[src/rtl/lcd_types_pkg.sv]
// Shared types for the LCD port: bus-engine state encoding, default strobe
// timings and the request bundle coming from the init/id mux.
package lcd_types;

    typedef enum logic [2:0] {
        ST_IDLE,
        ST_SETUP,
        ST_WR_LO,
        ST_WR_HI,
        ST_RD_LO,
        ST_RD_HI,
        ST_DONE
    } lcd_bus_state_t;

    localparam int unsigned LCD_WR_LOW_CYC  = 2;
    localparam int unsigned LCD_WR_HIGH_CYC = 2;
    localparam int unsigned LCD_RD_LOW_CYC  = 8;
    localparam int unsigned LCD_RD_HIGH_CYC = 8;

    typedef struct packed {
        logic [15:0] data;
        logic        we;
        logic        wr;
        logic        lcd_rs;
        logic        id_fm;
        logic        read_color;
    } interface_mux_struct;

endpackage

[src/rtl/lcd_phase_timer.sv]
// Loadable down-counter that times each strobe phase; holds at zero.
module lcd_phase_timer #(
    parameter int unsigned CNT_W = 4
) (
    input  logic             clk,
    input  logic             rst_n,
    input  logic             load_i,
    input  logic [CNT_W-1:0] load_val_i,
    output logic             zero_o
);

    logic [CNT_W-1:0] cnt_q;
    logic [CNT_W-1:0] cnt_d;

    always_comb begin
        cnt_d = cnt_q;
        if (load_i) begin
            cnt_d = load_val_i;
        end else if (cnt_q != '0) begin
            cnt_d = cnt_q - 1'b1;
        end
    end

    always_ff @(posedge clk) begin
        if (!rst_n) begin
            cnt_q <= '0;
        end else begin
            cnt_q <= cnt_d;
        end
    end

    assign zero_o = (cnt_q == '0);

endmodule

[src/rtl/lcd_bus_driver.sv]
// 8080-style 16-bit LCD bus timing engine. Every output is registered from the
// next-state decode so strobes line up exactly with the FSM state.
module lcd_bus_driver
    import lcd_types::*;
#(
    parameter int unsigned WR_LOW_CYC  = LCD_WR_LOW_CYC,
    parameter int unsigned WR_HIGH_CYC = LCD_WR_HIGH_CYC,
    parameter int unsigned RD_LOW_CYC  = LCD_RD_LOW_CYC,
    parameter int unsigned RD_HIGH_CYC = LCD_RD_HIGH_CYC,
    parameter int unsigned CNT_W       = 4
) (
    input  logic        clk,
    input  logic        rst_n,
    input  logic        we,
    input  logic        wr,
    input  logic        lcd_rs,
    input  logic [15:0] data,
    input  logic        id_fm,
    input  logic        read_color,
    output logic        busy,
    output logic        write_color_ok,
    output logic        init_write_ok,
    output logic [15:0] rdata,
    output logic        rdata_valid,
    output logic        lcd_cs_n,
    output logic        lcd_rs_o,
    output logic        lcd_wr_n,
    output logic        lcd_rd_n,
    output logic [15:0] lcd_data_o,
    output logic        lcd_data_oe,
    input  logic [15:0] lcd_data_i
);

    localparam logic [CNT_W-1:0] WR_LO_LD = CNT_W'(WR_LOW_CYC - 1);
    localparam logic [CNT_W-1:0] WR_HI_LD = CNT_W'(WR_HIGH_CYC - 1);
    localparam logic [CNT_W-1:0] RD_LO_LD = CNT_W'(RD_LOW_CYC - 1);
    localparam logic [CNT_W-1:0] RD_HI_LD = CNT_W'(RD_HIGH_CYC - 1);

    lcd_bus_state_t state_q, state_d;
    logic        wr_q, wr_d, rs_q, rs_d;
    logic [15:0] data_q, data_d, sample_q;
    logic [1:0]  words_q, words_d;
    logic        tmr_load, tmr_zero;
    logic [CNT_W-1:0] tmr_val;

    logic        busy_d, cs_n_d, rs_o_d, wr_n_d, rd_n_d, oe_d;
    logic        init_ok_d, color_ok_d, rvalid_d;
    logic [15:0] data_o_d, rdata_d;

    lcd_phase_timer #(.CNT_W(CNT_W)) u_timer (
        .clk        (clk),
        .rst_n      (rst_n),
        .load_i     (tmr_load),
        .load_val_i (tmr_val),
        .zero_o     (tmr_zero)
    );

    always_comb begin
        state_d = state_q;
        wr_d    = wr_q;
        rs_d    = rs_q;
        data_d  = data_q;
        words_d = words_q;
        case (state_q)
            ST_IDLE: if (we) begin
                state_d = ST_SETUP;
                wr_d    = wr;
                rs_d    = lcd_rs;
                data_d  = data;
                words_d = (!wr && (read_color || id_fm)) ? 2'd2 : 2'd1;
            end
            ST_SETUP: state_d = wr_q ? ST_WR_LO : ST_RD_LO;
            ST_WR_LO: if (tmr_zero) state_d = ST_WR_HI;
            ST_WR_HI: if (tmr_zero) state_d = ST_DONE;
            ST_RD_LO: if (tmr_zero) state_d = ST_RD_HI;
            ST_RD_HI: if (tmr_zero) begin
                words_d = words_q - 2'd1;
                state_d = (words_q == 2'd1) ? ST_DONE : ST_RD_LO;
            end
            ST_DONE:  state_d = ST_IDLE;
            default:  state_d = ST_IDLE;
        endcase

        tmr_load = (state_d != state_q);
        case (state_d)
            ST_WR_LO: tmr_val = WR_LO_LD;
            ST_WR_HI: tmr_val = WR_HI_LD;
            ST_RD_LO: tmr_val = RD_LO_LD;
            ST_RD_HI: tmr_val = RD_HI_LD;
            default:  tmr_val = '0;
        endcase

        // Outputs decode the upcoming state, using the freshly latched request
        // so SETUP already shows RS/data on the cycle right after acceptance.
        busy_d     = (state_d != ST_IDLE) && (state_d != ST_DONE);
        cs_n_d     = !busy_d;
        rs_o_d     = (state_d != ST_IDLE) ? rs_d : 1'b0;
        wr_n_d     = (state_d != ST_WR_LO);
        rd_n_d     = (state_d != ST_RD_LO);
        oe_d       = wr_d && ((state_d == ST_SETUP) || (state_d == ST_WR_LO) ||
                              (state_d == ST_WR_HI));
        data_o_d   = oe_d ? data_d : '0;
        init_ok_d  = (state_d == ST_DONE) && wr_d;
        color_ok_d = init_ok_d && rs_d;
        rvalid_d   = (state_d == ST_DONE) && !wr_d;
        rdata_d    = rvalid_d ? sample_q : rdata;
    end

    always_ff @(posedge clk) begin
        if (!rst_n) begin
            state_q        <= ST_IDLE;
            wr_q           <= 1'b0;
            rs_q           <= 1'b0;
            data_q         <= '0;
            words_q        <= '0;
            sample_q       <= '0;
            busy           <= 1'b0;
            lcd_cs_n       <= 1'b1;
            lcd_rs_o       <= 1'b0;
            lcd_wr_n       <= 1'b1;
            lcd_rd_n       <= 1'b1;
            lcd_data_oe    <= 1'b0;
            lcd_data_o     <= '0;
            init_write_ok  <= 1'b0;
            write_color_ok <= 1'b0;
            rdata_valid    <= 1'b0;
            rdata          <= '0;
        end else begin
            state_q        <= state_d;
            wr_q           <= wr_d;
            rs_q           <= rs_d;
            data_q         <= data_d;
            words_q        <= words_d;
            if ((state_q == ST_RD_LO) && tmr_zero) begin
                sample_q <= lcd_data_i;
            end
            busy           <= busy_d;
            lcd_cs_n       <= cs_n_d;
            lcd_rs_o       <= rs_o_d;
            lcd_wr_n       <= wr_n_d;
            lcd_rd_n       <= rd_n_d;
            lcd_data_oe    <= oe_d;
            lcd_data_o     <= data_o_d;
            init_write_ok  <= init_ok_d;
            write_color_ok <= color_ok_d;
            rdata_valid    <= rvalid_d;
            rdata          <= rdata_d;
        end
    end

endmodule

[config.mk]
export PLATFORM = sky130hd
export DESIGN_NAME = lcd_bus_driver
export DESIGN_NICKNAME = d
export VERILOG_FILES = /design/src/rtl/lcd_types_pkg.sv /design/src/rtl/lcd_phase_timer.sv /design/src/rtl/lcd_bus_driver.sv
export SDC_FILE = /design/constraint.sdc
export NUM_CORES = 1
export LEC_CHECK = 0
export CELL_PAD_IN_SITES_DETAIL_PLACEMENT = 0
export CELL_PAD_IN_SITES_GLOBAL_PLACEMENT = 1
export CORE_MARGIN = 2
export CORE_UTILIZATION = 30
export CTS_CLUSTER_SIZE = 20
export DETAILED_ROUTE_END_ITERATION = 10
export PLACE_DENSITY_LB_ADDON = 0.1
export REMOVE_ABC_BUFFERS = 1
export SKIP_CTS_REPAIR_TIMING = 1
export SYNTH_ARGS = -nofsm -noshare
export SYNTH_HDL_FRONTEND = slang
export SYNTH_SLANG_ARGS = --single-unit
export TNS_END_PERCENT = 50
[constraint.sdc]
create_clock -name clk -period 1.9 [get_ports clk]
set_input_delay 0.38 -clock clk [delete_from_list [all_inputs] [get_ports clk]]
set_output_delay 0.38 -clock clk [all_outputs]
set_load 0.05 [all_outputs]
==> results.txt <==
* Share of flip-flops with an asynchronous set or reset: 0
- Largest delay contributor family on the critical path: buffers and inverters
* Source of the worst register-to-register timing path: u_timer.cnt_q[0]$_SDFFE_PN0P_
- Worst min-delay path category: in2reg
- Highest ir drop seen on vdd: 338 uV
* Least-Margin Pin Slew: 0.519 ns
- For flop-to-flop paths, the worst setup slack is 0.05 ns.
- Number of failing hold endpoints at the final stage: 0
* Number of cells on the worst reg-to-reg path: 8
* Count of unresolved DRC violations after routing: 0
- DIE AREA: 11500 sq um
* Power density relative to cell area: 982 nW/um^2
- Buffers plus inverters on the worst setup path: 1
* Share of cells above drive strength 1: 0.140
- Ranked by total cell area, the synthesized netlist is headed by dfxtp_1 53%, mux2i_1 11%, nor2b_1 6.7%.
- Fraction of met2 tracks used by global routing: 0.200
- WHS Path Cells: 2
- Die H: 107 um
- H-tree levels: 3
- The repair_antennas step left the layout with diodes totalling 0.
* Endpoint of the worst-slack reg-to-reg timing path: lcd_data_o[6]$_SDFF_PN0_
- Final instance area: 4630 sq um
- Clock skew on the completed layout was measured at 0.00729 ns.
* Layout net count: 456
- The routed design could run at a clock period as short as 1.86 ns.
- The number of pins with negative max-slew slack in the final report is 0.
- DP Wirelength: 4.78 mm
- Crit-path cells: clkdlybuf4s50_1
* Total wire length after detailed routing: 7.70 mm
- Fmax achieved: 0.539 GHz
* Post-Syn Instances: 317
- Core Rows: 37
* Average instance area after synthesis: 10.1 sq um
- Final core utilization: 0.449
* Congestion Overflow GR: 0
* Worst skew pair latency: 0.35 ns
- Top-level I/O count: 80
- Leakage Power: 2.05 nW
* Met3 Resource Use GR: 0.0274
- Count leader, synth: dfxtp_1
- Routed length per instance: 13.9 um
* Cell taking the most area after synthesis: dfxtp_1
* Initial antenna violation count: 0
- The first TritonRoute pass finished after 4 iterations.
- # Max-Cap Violations: 0
- In this run, synthesis inferred 0 flip-flops with an integrated enable.
- Ranking of synthesized cells by instance count: 84 x dfxtp_1, 44 x nand2_1, 35 x mux2i_1, 34 x nor2b_1, 24 x nor2_1
- For this configuration, the core starts out at a cell density of 0.309.
- Share of synthesized area occupied by flip-flops and latches: 0.527
- The worst setup path is captured at a primary output.
* Number of sinks driven by the clock tree: 84
- Vias: 2442
- At the end of routability-driven placement, the weighted congestion stood at 0.716.
- The share of synthesized area in the top cell type comes to 0.527.
- Growth of design area from synthesis to finish: 45.3%
* Count of buffers from port buffering: 79
- Along the worst path, the maximum fanout reaches 1.
* Most instantiated flip-flop cell in the synthesis netlist: dfxtp_1
- The via count of the first global-routing pass came to 2319.
* 1st-iter DRT viols: 86
* Clock Pin Slew Worst Setup and Hold Paths: 0.08 ns
- Number of buffers created by CTS: 9
- Most used routing layer: met2
* Total of endpoints with negative setup slack in the final report: 0
- The core region is 10300 sq um.
* Share of the clock period used by the worst path: 0.977
- Category of the most critical setup path: reg2out
- Distinct cells, synth: 47
- Headroom to the max-slew limit came out at 0.653.
- Setup repair after global routing could not meet its margin everywhere.
- The design draws 4.55 mW.
- Outcome: completed
* Clock tree from TritonCTS: done
* Clock Tree Buf Depth: 2
- CTS root buffer: clkbuf_8
- Post-DP Area: 4240 sq um
- STA classifies the critical path startpoint as a flip-flop.
- Counting the fill cells in the layout gives 1020.
* Slowest stage cell, crit path: clkdlybuf4s50_1
* Required arrival time at the worst endpoint: 1.52 ns
- The floorplan step set the die width to 107 um.
- For this run, the total global-route usage over all layers was measured as 0.131.
* Number of vias per cell: 4.39
- Netlist area before placement: 3190 sq um
* Hold path endpoint: state_q[0]$_SDFF_PN0_
- Startpoint of the lowest-slack hold path: rst_n
- In the global route stage, met1 resource usage came out at 0.175.
- Global-route wire length before repair: 11.6 mm
- Post-DRT Antenna Nets: 0
- For this run, the slowest stage of the critical path takes 0.80 ns.
- The Yosys step of the flow raised 0 warnings.
- Entering global routing, the biggest net connects 59 pins.
- Arrival @ worst endpoint: 1.48 ns
- Synthesis-stage register bit count: 84
layout by cell type, fill, tap and decap left out, types with 3 or more instances in the layout:
cell type,count
dlymetal6s2s_1,20
dfxtp_1,83
nand2b_1,5
a21boi_0,7
nand2_1,44
buf_4,19
a21boi_1,10
nor3_1,4
clkdlybuf4s50_1,54
nor2b_1,34
mux2i_1,35
nor2_1,24
clkbuf_8,10
clkbuf_16,4
a21oi_1,7
buf_12,6
and2_1,3
inv_1,5
registers in the layout, indices dropped and copies added (netlist names):
| register | count |
|---|---|
| sample_q | 16 |
| rdata | 16 |
| lcd_rd_n | 1 |
| busy | 1 |
| words_q | 2 |
| wr_q | 1 |
| rdata_valid | 1 |
| init_write_ok | 1 |
| rs_q | 1 |
| u_timer.cnt_q | 4 |
| lcd_cs_n | 1 |
| lcd_rs_o | 1 |
| state_q | 3 |
| write_color_ok | 1 |
| data_q | 16 |
| lcd_wr_n | 1 |
| lcd_data_o | 16 |
| lcd_data_oe | 1 |
worst max path at each step:
stage | to | slack (ns) | startpoint | depth (start not counted)
floorplan | rdata[0]$_SDFFE_PN0P_ | -0.69 | u_timer.cnt_q[0]$_SDFFE_PN0P_ | 6
global placement | data_q[13]$_SDFF_PN0_ | -0.02 | we | 6
detailed placement | lcd_data_o[8]$_SDFF_PN0_ | -0.07 | we | 6
CTS | rdata[8]$_SDFFE_PN0P_ | -0.03 | u_timer.cnt_q[0]$_SDFFE_PN0P_ | 7
global route | lcd_data_o[5]$_SDFF_PN0_ | -0.06 | u_timer.cnt_q[1]$_SDFFE_PN0P_ | 8
finish | write_color_ok | 0.04 | write_color_ok$_SDFF_PN0_ | 1
per-layer routing:
| layer | vias up | part of all wire |
|---|---|---|
| met3 | 10 | 0.030 |
| li1 | 1250 | - |
| met2 | 40 | 0.46 |
| met4 | 0 | 0.018 |
| met1 | 1142 | 0.49 |
| met5 | - | 0 |
metrics by stage:
stage / cells / setup TNS [ns] / hold slack [ns] / setup slack [ns]
3_5_place_dp: 534 / -1.33 / 0.447 / -0.0701
6_report: 556 / 0 / 0.380 / 0.0442
3_3_place_gp: 534 / -0.164 / 0.443 / -0.0151
5_1_grt: 556 / -0.799 / 0.373 / -0.0588
4_1_cts: 550 / -0.187 / 0.366 / -0.0341
2_1_floorplan: 299 / -23.12 / 0.435 / -0.694
layout make-up:
type,count,area (sq um),share of cell area
clock inverters,4,25.0,0.00540
well taps,136,170,0.0367
repair buffers,105,1170,0.252
inverters,7,26.3,0.00567
flip-flops and latches,84,1680,0.363
clock buffers,12,145,0.0313
multi-input cells,208,1410,0.305
power breakdown:
part / total [mW] / switching [mW] / leakage (nW) / internal (mW)
Sequential: 2.01 / 0.0920 / 0.683 / 1.92
Combinational: 1.40 / 0.707 / 1.29 / 0.693
Clock: 1.14 / 0.628 / 0.0824 / 0.508
cells by family after synthesis:
kind of cell / Yosys count / share of synthesized area
xor gates and xnor gates: 2 / 0.00550
DFF: 84 / 0.527
buffers and inverters: 25 / 0.0428
adders and majority gates: 2 / 0.00785
muxes: 36 / 0.113
AOI/OAI and AO/OA: 41 / 0.0973
and+or+nand+nor: 127 / 0.206
(Power assumes the default switching activity.)
